### src/rtl/ram_fifo_ctrl.sv
// rtl/ram_fifo_ctrl.sv - FIFO controller over a dual-port RAM (push on port A, pop on port B).
// Optional sticky error flags under `RAM_FIFO_ERR_EN.
module ram_fifo_ctrl #(
  parameter int DATA_W = 4,
  parameter int ADDR_W = 2
) (
  input  logic              clk,
  input  logic              rst,
  input  logic              wr_en,
  input  logic [DATA_W-1:0] wr_data,
  output logic              full,
  input  logic              rd_en,
  output logic [DATA_W-1:0] rd_data,
  output logic              rd_valid,
  output logic              empty,
  output logic [ADDR_W:0]   count,
  output logic              ram_wea,
  output logic [ADDR_W-1:0] ram_addra,
  output logic [DATA_W-1:0] ram_dina,
  output logic              ram_web,
  output logic [ADDR_W-1:0] ram_addrb,
  output logic [DATA_W-1:0] ram_dinb,
  input  logic [DATA_W-1:0] ram_doutb
`ifdef RAM_FIFO_ERR_EN
  ,
  output logic              err_overflow,
  output logic              err_underflow
`endif
);

  localparam logic [ADDR_W:0] PTR_ONE = (ADDR_W+1)'(1);

  logic [ADDR_W:0] wr_ptr;
  logic [ADDR_W:0] rd_ptr;
  logic            push_ok;
  logic            pop_ok;

  // The MSB of each pointer is a wrap bit, so full and empty are distinguishable.
  assign empty   = (wr_ptr == rd_ptr);
  assign full    = (wr_ptr[ADDR_W-1:0] == rd_ptr[ADDR_W-1:0]) &&
                   (wr_ptr[ADDR_W] != rd_ptr[ADDR_W]);
  assign count   = wr_ptr - rd_ptr;

  assign push_ok = wr_en & ~full;
  assign pop_ok  = rd_en & ~empty;

  assign ram_wea   = push_ok & ~rst;
  assign ram_addra = wr_ptr[ADDR_W-1:0];
  assign ram_dina  = wr_data;
  assign ram_web   = 1'b0;
  assign ram_dinb  = '0;
  assign ram_addrb = rd_ptr[ADDR_W-1:0];

  // The RAM output register supplies the one cycle of pop latency.
  assign rd_data   = ram_doutb;

  always_ff @(posedge clk) begin
    if (rst) begin
      wr_ptr   <= '0;
      rd_ptr   <= '0;
      rd_valid <= 1'b0;
    end else begin
      if (push_ok) wr_ptr <= wr_ptr + PTR_ONE;
      if (pop_ok)  rd_ptr <= rd_ptr + PTR_ONE;
      rd_valid <= pop_ok;
    end
  end

`ifdef RAM_FIFO_ERR_EN
  always_ff @(posedge clk) begin
    if (rst) begin
      err_overflow  <= 1'b0;
      err_underflow <= 1'b0;
    end else begin
      if (wr_en & full)  err_overflow  <= 1'b1;
      if (rd_en & empty) err_underflow <= 1'b1;
    end
  end
`endif

endmodule

### config.mk
export PLATFORM = sky130hd
export DESIGN_NAME = ram_fifo_ctrl
export DESIGN_NICKNAME = d
export VERILOG_FILES = /design/src/rtl/ram_fifo_ctrl.sv
export SDC_FILE = /design/constraint.sdc
export NUM_CORES = 1
export LEC_CHECK = 0
export CAP_MARGIN = 20
export CORE_UTILIZATION = 34
export DETAILED_ROUTE_END_ITERATION = 6
export PLACE_DENSITY = 0.84
export SLEW_MARGIN = 25
export SYNTH_ARGS = -nofsm -noshare
export SYNTH_HDL_FRONTEND = slang
export SYNTH_SLANG_ARGS = --single-unit
export TNS_END_PERCENT = 50
### constraint.sdc
create_clock -name clk -period 1.53 [get_ports clk]
set_input_delay 0.306 -clock clk [delete_from_list [all_inputs] [get_ports clk]]
set_output_delay 0.306 -clock clk [all_outputs]
set_load 0.005 [all_outputs]
[Yosys cells after proc, flatten, opt, wreduce, memory -nomap -nowiden]
Cells that the tools add are included.
Storage, ports and cells
  register bits after elaboration: 7
  input bits: 12
  output and inout port bits: 24
Operators by class
  add/subtract/negate cells: 3
  equality and inequality tests: 3
  bitwise gates (word level): 6
  reduce and logical (&&, ||, !) cells: 1
Operators by type and width (count)
  3-bit by 1-bit adder with 3-bit output (second input constant): 2
  1-bit bitwise AND: 3
  3-bit == test: 1
  1-bit NOT: 3
  3-bit subtractor: 1
  2-bit == test: 1
  1-bit logical AND: 1
  1-bit != test: 1

[Depth between registers and ports, before layout]
  depth after elaboration: 5
  depth in mapped cells: 6
  mapped depth without buffers: 5

[Least setup slack after synthesis]
OpenSTA, ideal clock, no wires.
  path kind: reg2out
  start: register rd_ptr[1]
  end: output port ram_wea
  data arrival time: 1260 ps
  data required time: 1224 ps
  setup slack: -36 ps
  cell stages (with the launch flop): 7
  path buffers: 1
  cells stage by stage: dfxtp_1 > inv_1 > ha_1 > nand2_2 > buf_6 > nor2_1 > nor3b_1
Between the ends
  cells in the longest elaborated chain, start to end: 5
RTL lines
  from (decl): RTL line 34  | logic [ADDR_W:0] rd_ptr;
  from (signal assigned): RTL line 64  | if (pop_ok) rd_ptr <= rd_ptr + PTR_ONE;
  2-bit == test: RTL line 40  | assign full = (wr_ptr[ADDR_W-1:0] == rd_ptr[ADDR_W-1:0]) &&
  1-bit logical AND: RTL line 40
  named net full: RTL line 11  | output logic full,
  1-bit NOT: RTL line 44  | assign push_ok = wr_en & ~full;
  1-bit bitwise AND: RTL line 44
  1-bit bitwise AND: RTL line 47  | assign ram_wea = push_ok & ~rst;
  to (decl): RTL line 17  | output logic ram_wea,
The timed path passes the listed nets, and every way through them passes these cells.

[Worst setup path in the final report]
  start: register wr_ptr[0]
  end: output port count[1]
Between the ends
  cells in the longest elaborated chain, start to end: 1
RTL lines
  from (decl): RTL line 33  | logic [ADDR_W:0] wr_ptr;
  from (signal assigned): RTL line 63  | if (push_ok) wr_ptr <= wr_ptr + PTR_ONE;
  3-bit subtractor: RTL line 42  | assign count = wr_ptr - rd_ptr;
  to (decl): RTL line 16  | output logic [ADDR_W:0] count,
Every way passes these cells.

==> impl_metrics.yaml <==
outcome:
  status: "finished, violations left"
  violations: "negative setup slack"
route:
  vias: 615
  drcViolationCount: 0
  drt-total-wl_um: 1543
  wl_per_cell_um: 12.44
  dr.first_iter.drc_count: 9
  drt-met1-wl_um: 660
  met3WireLength_um: 123
  viasPerCell: 4.960
  final_antenna_net_count: 0
  dr_wl_met2_um: 744
  routed.top_layer: "met4"
  dr.pass1.iters: 4
logic_synthesis:
  synth_top_area_share_pct: 21.41
  ys_seq_elements: 7
  syn_inst: 78
  yosysTopAreaCell: "dfxtp_1"
  synth_cell_type_count: 30
  avgSynthCellArea_sq_um: 8.389
  yosysSeqAreaShare_pct: 21.41
  synth_warnings: 0
  syn_area_sq_um: 654.4
  yosys-top-cells-area: "dfxtp_1, buf_4, ha_1, nor3b_1, a31oi_1"
  synth.area.mux_share_pct: 1.721
  synth-simple-area-share_pct: 24.47
  synthAdderAreaFrac_pct: 10.71
  synth_top_family_by_area: "buffers and inverters"
  synth_xor_area_share_pct: 3.824
  synth-compound-area-share_pct: 11.28
final_layout:
  num_antenna_cells: 0
  regArea_sq_um: 145.1
  nets: 117
  drive_gt1_share_pct: 44.44
  multi_input_area_sq_um: 419.2
  finalNonFillerCells: 124
  fillers: 189
  syn2layout_area_growth_pct: 38.43
  final_cell_area_sq_um: 905.9
worst_setup_path:
  startpoint: "wr_ptr[0]"
  critPathLaunchType: "flop"
  max_stage_delay_ns: 0.52
  crit_chain: "inv_2 > ha_4 > fa_2 > inv_2 > buf_6"
  reg2reg_from: "wr_ptr[0]"
  crit_top_cell: "inv_2"
  required_ns: 1.22
  slowest_stage: "fa_2"
  critPathMaxFanout: 2
  crit_type: "flop to output pin"
  worstPathArrival_ns: 1.44
  endpoint_kind: "output pin"
placement:
  gp_congestion: 0.7586
  hpwlAfterDp_um: 1123
  port_buffers: 14
  place_area_sq_um: 825.8
  dp_worst_setup_slack_ns: -0.4100
  place_inst: 118
pwr:
  p_total_mw: 1.751
  vdd_drop_max_uv: 988.3
  pwr_density_cell_nw_per_um2: 1932
  power_leakage_nw: 0.3938
global_route:
  overflow: 0
  antenna_found_initial: 0
  grt_pass1_wl_um: 2304
  grt.total_usage_pct: 15.56
  grt_pass1_vias: 537
  grt_start_max_net_pins: 13
die:
  rows: 15
  core_sq_um: 1764
  io_pins: 36
  fp.dieH_um: 45.87
  initial_core_util_pct: 37.09
  die_x_um: 45.87
  dieArea_sq_um: 2104
sta:
  finalSetupTns_ns: -0.4642
  setup_violations: 3
  maxSlewViolCount: 0
  fmax_mhz: 573.2
  worst_slack_ns: -0.2145
  hold_violations: 0
  layout_min_cycle_time_ns: 1.745
  rsz0062_at_grt: "true"
  finalCritPeriodShare_pct: 114.0
  fin_worst_skew_ns: 0.001681
cts:
  h-tree-depth: 1
  clock_sinks: 7
  tritoncts: "yes"
  clk_pin_slew_ns: 0.06
  clockBufferDepth: 2
  cts_root_buffer: "clkbuf_4"
  numCtsBuffers: 3
  clk_latency_ns: 0.26
min_path:
  hp-class: "primary input to output pin"
  min_from: "wr_data[1]"
flow_run:
  cap_viol_max_count: 0
==> routing by layer <==
layer / up-vias / track usage [%]
li1: 297 / -
met1: 282 / 19.67
met2: 34 / 24.23
met3: 2 / 3.571
met4: 0 / 8.235
met5: - / 0
==> cells by family (layout without fill, tap and decap cells) <==
logic type,Yosys count,after routing
AO/OA/AOI/OAI,10,10
XOR/XNOR,2,2
adder cells (fa/ha/maj),5,5
buffers and inverters,26,43
flip-flops,7,7
multiplexers,1,1
other,1,5
AND/OR/NAND/NOR,26,26
==> cells in the final DEF, fill, tap and decap left out, drive strengths merged <==
master,n
xnor2,2
dlygate4sd2,4
nor3,1
inv,6
clkdlybuf4s50,4
a31oi,5
nand4b,1
nand3b,2
clkbuf,5
o211ai,1
nor2b,2
conb,5
nand4bb,1
fa,1
nand4,2
buf,24
nand2,6
or3,1
nor2,2
a41oi,1
nor3b,5
mux2,1
or3b,1
dfxtp,7
ha,4
o311ai,3
nand3,2
==> area by class of cell <==
type                    instances  share of cell area (%)
flip-flops and latches          7                   16.02
clock buffers                   4                   2.901
well taps                      25                   3.453
multi-input cells              49                   46.27
inverters                       6                   2.486
repair buffers                 33                   28.87
==> state kept, by name (all words and copies together) (netlist names) <==
| signal | cells |
|---|---|
| rd_ptr | 3 |
| rd_valid | 1 |
| wr_ptr | 3 |
==> final timing paths <==
path	to	depth (start not counted)	slack (ns)
worst max-delay path	count[1]	5	-0.21
worst min-delay path	ram_dina[1]	0	0.61
worst max register to register	wr_ptr[2]	6	0.07
worst min register to register	rd_ptr[2]	2	0.63
==> cell usage after synthesis <==
| master | instances |
|---|---|
| nand4_1 | 2 |
| ha_1 | 4 |
| nor3b_1 | 5 |
| nand2_2 | 1 |
| buf_6 | 1 |
| o211ai_1 | 1 |
| nor3_1 | 1 |
| or3b_1 | 1 |
| nor2b_1 | 2 |
| xnor2_1 | 1 |
| mux2_1 | 1 |
| inv_1 | 6 |
| o311ai_0 | 2 |
| xnor2_2 | 1 |
| conb_1 | 1 |
| o311ai_1 | 1 |
| buf_4 | 17 |
| a31oi_1 | 5 |
| dfxtp_1 | 7 |
| nand4bb_1 | 1 |
| fa_1 | 1 |
| nor2_1 | 2 |
| nand4b_1 | 1 |
| a41oi_1 | 1 |
| buf_2 | 1 |
| nand3_1 | 2 |
| or3_1 | 1 |
| clkbuf_1 | 1 |
| nand3b_1 | 2 |
| nand2_1 | 5 |
==> stage by stage <==
step                utilization, %  hold WS [ns]
floorplan                        -        0.4880
global placement             46.81        0.5874
detailed placement           46.81        0.6120
CTS                          50.43        0.6120
global route                 51.35        0.6120
finish                       51.35        0.6120
==> where the power goes <==
group | leakage [nW] | switching (mW) | internal, mW
clock | 0.0150 | 0.0809 | 0.100
combinational | 0.320 | 0.568 | 0.709
sequential | 0.0587 | 0.0441 | 0.248
total | 0.394 | 0.693 | 1.06
==> critical path, delay by kind of cell, from the launching register on <==
kind / cells / cell delay [ns]
fa+ha+maj: 2 / 0.66
buf+inv: 3 / 0.18
flops: 1 / 0.34
==> what timing repair did <==
action / 4_1_cts / 5_1_grt
gates resized for setup: 42 / 6
pin swaps: 5 / 4
hold buffers: 0 / 0
setup endpoints to repair: 10 / 8
setup buffers: 1 / 1
Power figures use the tool's default switching activity.
